==> config.mk <==
export PLATFORM = sky130hd
export DESIGN_NAME = keypad_opcode_encoder
export DESIGN_NICKNAME = d
export VERILOG_FILES = /design/src/rtl/keypad_opcode_encoder.sv
export SDC_FILE = /design/constraint.sdc
export NUM_CORES = 1
export LEC_CHECK = 0
export BUFFER_PORTS_ARGS = -buffer_cell sky130_fd_sc_hd__buf_2
export CELL_PAD_IN_SITES_DETAIL_PLACEMENT = 0
export CELL_PAD_IN_SITES_GLOBAL_PLACEMENT = 2
export CORE_MARGIN = 1.5
export CORE_UTILIZATION = 37
export CTS_BUF_LIST = sky130_fd_sc_hd__clkbuf_4
export CTS_CLUSTER_DIAMETER = 150
export CTS_CLUSTER_SIZE = 40
export DETAILED_ROUTE_END_ITERATION = 8
export GPL_TIMING_DRIVEN = 0
export PLACE_DENSITY = 0.79
export SYNTH_ARGS = -nofsm -noshare
export SYNTH_HDL_FRONTEND = slang
export SYNTH_SLANG_ARGS = --single-unit
==> constraint.sdc <==
create_clock -name clk -period 2.05 [get_ports clk]
set_clock_uncertainty 0.05 [all_clocks]
set_input_delay 0.1025 -clock clk [delete_from_list [all_inputs] [get_ports clk]]
set_output_delay 0.1025 -clock clk [all_outputs]
set_load 0.03 [all_outputs]
==> src/rtl/keypad_opcode_encoder.sv <==
// rtl/keypad_opcode_encoder.sv - keypad synchroniser, debouncer, priority opcode encoder with valid/ready output
// Optional auto-repeat while a key set is held: define KEYPAD_REPEAT_EN.
module keypad_opcode_encoder #(
    parameter int                  NUM_KEYS        = 8,
    parameter int                  OUT_W           = 4,
    parameter int                  DEBOUNCE_CYCLES = 4,
    parameter int                  REPEAT_CYCLES   = 16,
    parameter logic [NUM_KEYS-1:0] OP_MASK         = NUM_KEYS'(8'b0000_0011),
    parameter logic [NUM_KEYS-1:0] RESULT_MASK     = NUM_KEYS'(8'b0000_0011),
    parameter logic [NUM_KEYS-1:0] ENTER_MASK      = NUM_KEYS'(8'b1000_0000)
) (
    input  logic                clk,
    input  logic                nrst,
    input  logic [NUM_KEYS-1:0] in,
    input  logic                ready,
    output logic                valid,
    output logic [OUT_W-1:0]    out,
    output logic                is_op,
    output logic                is_result,
    output logic                is_enter,
    output logic                overflow
);

    localparam int CNT_W = $clog2(DEBOUNCE_CYCLES + 1);
    localparam logic [CNT_W-1:0] CNT_MAX = CNT_W'(DEBOUNCE_CYCLES);
    localparam logic [CNT_W-1:0] CNT_ONE = CNT_W'(1);

    // Reject parameter sets the encoder cannot represent.
    if (NUM_KEYS < 2 || NUM_KEYS > 15 || (1 << OUT_W) <= NUM_KEYS ||
        DEBOUNCE_CYCLES < 1 || REPEAT_CYCLES < 1) begin : g_bad_params
        $error("keypad_opcode_encoder: invalid parameters");
    end

    typedef enum logic [1:0] {
        S_IDLE,
        S_DEBOUNCE,
        S_HELD,
        S_RELEASE
    } state_t;

    state_t              state, state_nxt;
    logic [NUM_KEYS-1:0] meta, sync;
    logic [NUM_KEYS-1:0] snap, snap_nxt;
    logic [CNT_W-1:0]    cnt, cnt_nxt;
    logic                emit;
    logic [OUT_W-1:0]    enc_idx;
    logic                enc_op, enc_res, enc_ent;
    logic                sync_zero, sync_same;

`ifdef KEYPAD_REPEAT_EN
    localparam int REP_W = $clog2(REPEAT_CYCLES + 1);
    localparam logic [REP_W-1:0] REP_LAST = REP_W'(REPEAT_CYCLES - 1);
    localparam logic [REP_W-1:0] REP_ONE  = REP_W'(1);
    logic [REP_W-1:0] rep, rep_nxt;
`endif

    assign sync_zero = (sync == '0);
    assign sync_same = (sync == snap);

    // First synchroniser stage keeps sampling through reset so a key held
    // across reset reaches sync one edge after reset releases.
    always_ff @(posedge clk) begin
        meta <= in;
    end

    // Second synchroniser stage, FSM state and debounce datapath registers.
    always_ff @(posedge clk) begin
        if (!nrst) begin
            sync  <= '0;
            state <= S_IDLE;
            snap  <= '0;
            cnt   <= '0;
`ifdef KEYPAD_REPEAT_EN
            rep   <= '0;
`endif
        end else begin
            sync  <= meta;
            state <= state_nxt;
            snap  <= snap_nxt;
            cnt   <= cnt_nxt;
`ifdef KEYPAD_REPEAT_EN
            rep   <= rep_nxt;
`endif
        end
    end

    // Next-state: press debounce, hold, release debounce.
    always_comb begin
        state_nxt = state;
        unique case (state)
            S_IDLE:     if (!sync_zero) state_nxt = S_DEBOUNCE;
            S_DEBOUNCE: begin
                if (sync_zero)                      state_nxt = S_IDLE;
                else if (sync_same && cnt == CNT_MAX) state_nxt = S_HELD;
            end
            S_HELD:     if (sync_zero) state_nxt = S_RELEASE;
            S_RELEASE: begin
                if (!sync_zero)          state_nxt = S_HELD;
                else if (cnt == CNT_MAX) state_nxt = S_IDLE;
            end
            default:    state_nxt = S_IDLE;
        endcase
    end

    // FSM outputs: snapshot/counter updates and the emit strobe.
    always_comb begin
        snap_nxt = snap;
        cnt_nxt  = cnt;
        emit     = 1'b0;
`ifdef KEYPAD_REPEAT_EN
        rep_nxt  = rep;
`endif
        unique case (state)
            S_IDLE: begin
                if (!sync_zero) begin
                    snap_nxt = sync;
                    cnt_nxt  = CNT_ONE;
                end
            end
            S_DEBOUNCE: begin
                if (!sync_zero) begin
                    if (!sync_same) begin
                        snap_nxt = sync;
                        cnt_nxt  = CNT_ONE;
                    end else if (cnt == CNT_MAX) begin
                        emit = 1'b1;
`ifdef KEYPAD_REPEAT_EN
                        rep_nxt = '0;
`endif
                    end else begin
                        cnt_nxt = cnt + CNT_ONE;
                    end
                end
            end
            S_HELD: begin
                if (sync_zero) begin
                    cnt_nxt = CNT_ONE;
                end
`ifdef KEYPAD_REPEAT_EN
                else if (sync_same) begin
                    if (rep == REP_LAST) begin
                        emit    = 1'b1;
                        rep_nxt = '0;
                    end else begin
                        rep_nxt = rep + REP_ONE;
                    end
                end else begin
                    rep_nxt = '0;
                end
`endif
            end
            S_RELEASE: begin
                if (!sync_zero) begin
`ifdef KEYPAD_REPEAT_EN
                    rep_nxt = '0;
`endif
                end else if (cnt != CNT_MAX) begin
                    cnt_nxt = cnt + CNT_ONE;
                end
            end
            default: begin
                snap_nxt = '0;
                cnt_nxt  = '0;
            end
        endcase
    end

    // Priority encoder: lowest set bit of the snapshot wins.
    always_comb begin
        enc_idx = '0;
        enc_op  = 1'b0;
        enc_res = 1'b0;
        enc_ent = 1'b0;
        for (int i = NUM_KEYS - 1; i >= 0; i--) begin
            if (snap[i]) begin
                enc_idx = OUT_W'(i);
                enc_op  = OP_MASK[i];
                enc_res = RESULT_MASK[i];
                enc_ent = ENTER_MASK[i];
            end
        end
    end

    // One-entry output register; an event arriving while full and stalled is dropped.
    always_ff @(posedge clk) begin
        if (!nrst) begin
            valid     <= 1'b0;
            out       <= '0;
            is_op     <= 1'b0;
            is_result <= 1'b0;
            is_enter  <= 1'b0;
            overflow  <= 1'b0;
        end else if (emit) begin
            if (!valid || ready) begin
                valid     <= 1'b1;
                out       <= enc_idx + OUT_W'(1);
                is_op     <= enc_op;
                is_result <= enc_res;
                is_enter  <= enc_ent;
            end else begin
                overflow  <= 1'b1;
            end
        end else if (valid && ready) begin
            valid <= 1'b0;
        end
    end

endmodule

# ---- Yosys cells after proc, flatten, opt, wreduce, memory -nomap -nowiden
# Index checks and enable logic that the tools add are counted.
dict set report word_totals {
  word_cells 87
  register_bits 37
  input_bits 11
  output_inout_bits 9
}
dict set report classes {
  bitwise 1
  n_eq_ne 16
  reduce_logical 14
  add_sub_neg 2
  mux 44
}
# operator n
set op_table {}
lappend op_table {{4-bit 2-to-1 mux} 7}
lappend op_table {{3-bit 2-to-1 mux} 8}
lappend op_table {{8-bit 2-to-1 mux} 3}
lappend op_table {{1-bit 2-to-1 mux} 17}
lappend op_table {{8-bit case mux with 2 select lines} 1}
lappend op_table {{2-bit 2-to-1 mux} 6}
lappend op_table {{2-bit != test (second input constant)} 6}
lappend op_table {{3-bit != test (second input constant)} 4}
lappend op_table {{3-bit case mux with 4 select lines} 1}
lappend op_table {{8-bit == test} 1}
lappend op_table {{8-bit zero test} 1}
lappend op_table {{2-bit case mux with 4 select lines} 1}
lappend op_table {{4-bit AND reduction} 2}
lappend op_table {{2-bit AND reduction} 3}
lappend op_table {{6-bit AND reduction} 1}
lappend op_table {{4-bit by 1-bit adder with 4-bit output (second input constant)} 1}
lappend op_table {{2-bit == test (second input constant)} 2}
lappend op_table {{2-bit nonzero test} 2}
lappend op_table {{3-bit by 1-bit adder with 3-bit output (second input constant)} 1}
lappend op_table {{3-bit == test (second input constant)} 1}
lappend op_table {{2-bit by 1-bit == test with 1-bit output (second input constant)} 1}
lappend op_table {{1-bit logical AND} 2}
lappend op_table {{2-bit zero test} 1}
lappend op_table {{2-bit by 1-bit != test with 1-bit output (second input constant)} 1}
lappend op_table {{other kinds (3)} 3}

# ---- Logic depth before layout (Yosys ltp)
dict set report depth {
  depth_word 9
  ltp_mapped 7
}

# ---- Least setup slack after synthesis
# No wires, ideal clock.
dict set report synth_path {
  path_type {flip-flop to flip-flop}
  start {register snap[6]}
  end {register is_enter}
  synth_period_minus_slack_ps 1824
  setup_time_ps 72
  n_path_buf 0
  path_slack_ps 226
  required_ps 1928
  arrival_time_ps 1702
  path_stages_with_launch 6
  cell_sequence {dfxtp_1 > xor2_1 > nor4_4 > nand2_4 > nor4_4 > mux2i_1}
}
dict set report synth_via {
  elab_chain_cells 7
  word_cells_on_any_way 12
  classes_between {1 x eq/ne; 10 x mux; 1 x reduce/logical}
}
# item line
set synth_rtl {}
lappend synth_rtl {{start: declaration} 43} ;# logic [NUM_KEYS-1:0] snap, snap_nxt;
lappend synth_rtl {{start signal: assignment} 79} ;# snap <= snap_nxt;
lappend synth_rtl {{1-bit 2-to-1 mux (7 in series)} 175} ;# if (snap[i]) begin
lappend synth_rtl {{end signal: assignment} 199} ;# is_enter <= enc_ent;
lappend synth_rtl {{end: declaration} 20} ;# output logic is_enter,
# Parallel ways exist; a longest one is shown, timed or not.
# A chain may end at the register's enable or synchronous reset.

# ---- Final worst setup path
dict set report layout_path {
  start {register snap[6]}
  end {register out[2]}
}
dict set report layout_via {
  elab_chain_cells 8
  word_cells_on_any_way 13
  classes_between {1 x add/sub; 1 x eq/ne; 10 x mux; 1 x reduce/logical}
}
# item line
set layout_rtl {}
lappend layout_rtl {{4-bit 2-to-1 mux (7 in series)} 175}
lappend layout_rtl {{4-bit by 1-bit adder with 4-bit output} 196} ;# out <= enc_idx + OUT_W'(1);
lappend layout_rtl {{end signal: assignment} 196}
lappend layout_rtl {{end: declaration} 17} ;# output logic [OUT_W-1:0] out,
# Parallel ways exist; a longest one is shown, timed or not.

==> results.toml <==
[synth]
synth_largest_area_cell = "dfxtp_1"
synthCells = 151
yosysMostFrequentCell = "dfxtp_1"
synth_top_area_frac = 0.484
synth-edff-count = 0
ys.warnings.count = 0
syn-cell-area_um2 = 1530
synthTopCellsByArea = "dfxtp_1, mux2i_1, xor2_1"
synth_common_cells = "dfxtp_1, nand2_1, mux2i_1"
avgSynthCellArea_um2 = 10.1
ys.flop_type = "dfxtp_1"
synth_fp_nets = 165
synthArstFlopShare = 0
ys_seq_elements = 37
ys_seq_area_frac = 0.484
ys_types = 36

[route]
wl_per_cell_um = 11.6
drtPass1Iterations = 4
wl_um = 2740
first_iter_violations = 20
vias = 1096
final_antenna_net_count = 0
drc = 0
viasPerCell = 4.66

[timing]
drv_slew = 0
min_period_ns = 1.92
worstMarginPinSlew_ns = 0.494
min_period_over_period = 0.936
rsz0062_at_grt = "no"
finalHoldViolCount = 0
setup-violations-final = 0
hold_ws_ns = 0.0204
max_freq_mhz = 521
relSlewSlack = 0.668

[pwr]
p_int_uw = 958
p_switching_uw = 363
swShare = 0.275
seqPwrFrac = 0.587
p_total_uw = 1320
clkPwrFrac = 0.292
ir_drop_uv = 585
p_comb_frac = 0.122
leakagePower_uw = 0.000794
power.density_nw_per_um2 = 718

[job]
drv_cap = 0

[clock_network]
cts_root_buf = "clkbuf_4"
cts_buffers = 5
clk_latency_ns = 0.34
clk_pin_slew_ns = 0.12
clockBufferDepth = 2
htree_levels = 2
cts_tree = "built"
cts_sinks = 37

[final_layout]
diodes = 0
nFillCells = 378
area_growth_pct = 20.2
drive_gt1_frac = 0.205
final_core_util = 0.460
layout.nets = 198
regArea_um2 = 741
multi_input_area_um2 = 761

[critical_path]
path_cells = "xor2_1 > nor4_4 > nand2_4 > nor4_4 > buf_4 > mux2i_1"
endpoint_kind = "register"
cpMostUsedCell = "nor4_4"
reg2reg_depth = 6
cp_max_fo = 6
cp_data_arrival_time_ns = 2.15
max_stage_delay_ns = 0.42
cp-start-kind = "register"
cp.required_ns = 2.28
worstSetupPathType = "register to register"
slowest_stage = "nor4_4"

[die]
die_area_um2 = 4530
initial_core_util = 0.383
io-pin-count = 20
core-area_um2 = 4000
die_width_um = 67.3
rows = 23
die_y_um = 67.3

[place]
numPortBuffers = 18
dp_hpwl_um = 1990
place.gp.congestion = 0.788

[min_path]
hold_path_class = "input port to register"
hold_depth = 4

[global_route]
grt_pass1_wl_um = 4870
antenna_found_initial = 0
grt_max_degree = 14
grt_overflow = 0
track_usage = 0.148
grt_pass1_vias = 1124

[outcome]
run_status = "finished, final reports clean"
## timing repair
action | 4_1_cts | 5_1_grt
hold buffers | 8 | 0
endpoints found under the setup margin | 6 | 4
endpoints found under the hold margin | 8 | 0
pin swaps | 1 | 0
setup buffers | 1 | 0
gates resized for setup | 0 | 2
## final cells by class
class / count / share of cell area
clock inverters: 3 / 0.0122
repair buffers: 27 / 0.0966
inverters: 4 / 0.00816
flip-flops and latches: 37 / 0.403
clock buffers: 5 / 0.0204
multi-input cells: 104 / 0.414
plain buffers: 5 / 0.0122
well taps: 50 / 0.0340
## placed cells by master (no fill, tap or decap), types with 2 or more instances in the layout
master,instances
clkinvlp_4,3
nand3_1,4
ha_1,3
mux2i_1,14
nor4_4,3
nor2_1,13
dlygate4sd3_1,8
o21ai_0,4
nand4_1,2
clkbuf_4,5
buf_4,2
inv_1,3
a21oi_1,4
xnor2_1,2
nor4_2,2
xor2_1,9
nand2_1,16
a21o_2,2
and2_1,8
clkbuf_1,4
buf_2,18
dfxtp_1,37
## worst max-delay path, delay by kind of cell (launching register included)
kind	cells	cell delay, ns
buffers and inverters	1	0.21
muxes	1	0.19
and+or+nand+nor	3	0.82
xor gates and xnor gates	1	0.21
DFF	1	0.38
## kinds of logic after synthesis
group,Yosys count,share of synthesized area
and+or+nand+nor,56,0.212
DFF,37,0.484
AOI/OAI and AO/OA,20,0.0981
muxes,14,0.0916
xor gates and xnor gates,11,0.0630
buffers and inverters,10,0.0270
adders and majority gates,3,0.0245
## routing by layer
metal	vias to the layer above	part of all wire	global-route usage
met4	0	0.023	0.0765
met1	489	0.47	0.165
met2	21	0.46	0.248
met5	-	0	0
met3	5	0.044	0.0550
li1	581	-	-
## power by group through the flow
stage	Combinational [µW]	Sequential [µW]	Clock [µW]
finish	161	775	385
global route	180	781	443
CTS	164	772	409
detailed placement	152	789	0
global placement	151	788	0
floorplan	123	782	0
## final timing paths
kind	start	endpoint	slack (ns)
worst max-delay path	snap[6]$_SDFFE_PN0P_	out[2]$_SDFFE_PN0P_	0.13
worst min-delay path	ready	overflow$_SDFFE_PN0P_	0.02
worst max register to register	snap[6]$_SDFFE_PN0P_	out[2]$_SDFFE_PN0P_	0.13
worst min register to register	meta[5]$_DFF_P_	sync[5]$_SDFF_PN0_	0.39
## state kept, by name, indices dropped and copies added (netlist names), named ones only
register / cells
is_enter: 1
cnt: 3
meta: 8
valid: 1
state: 1
out: 4
sync: 8
is_result: 1
snap: 8
overflow: 1
## metrics by stage
stage,setup TNS (ns),area (µm²),cells,setup slack [ns]
after detailed placement,-0.0240,1680,219,-0.0121
after CTS,0,1830,236,0.110
after global routing,0,1840,235,0.00502
after global placement,0,1680,219,0.0443
final,0,1840,235,0.132
after floorplan,0,1530,151,0.226
Power figures use the tool's default switching activity.
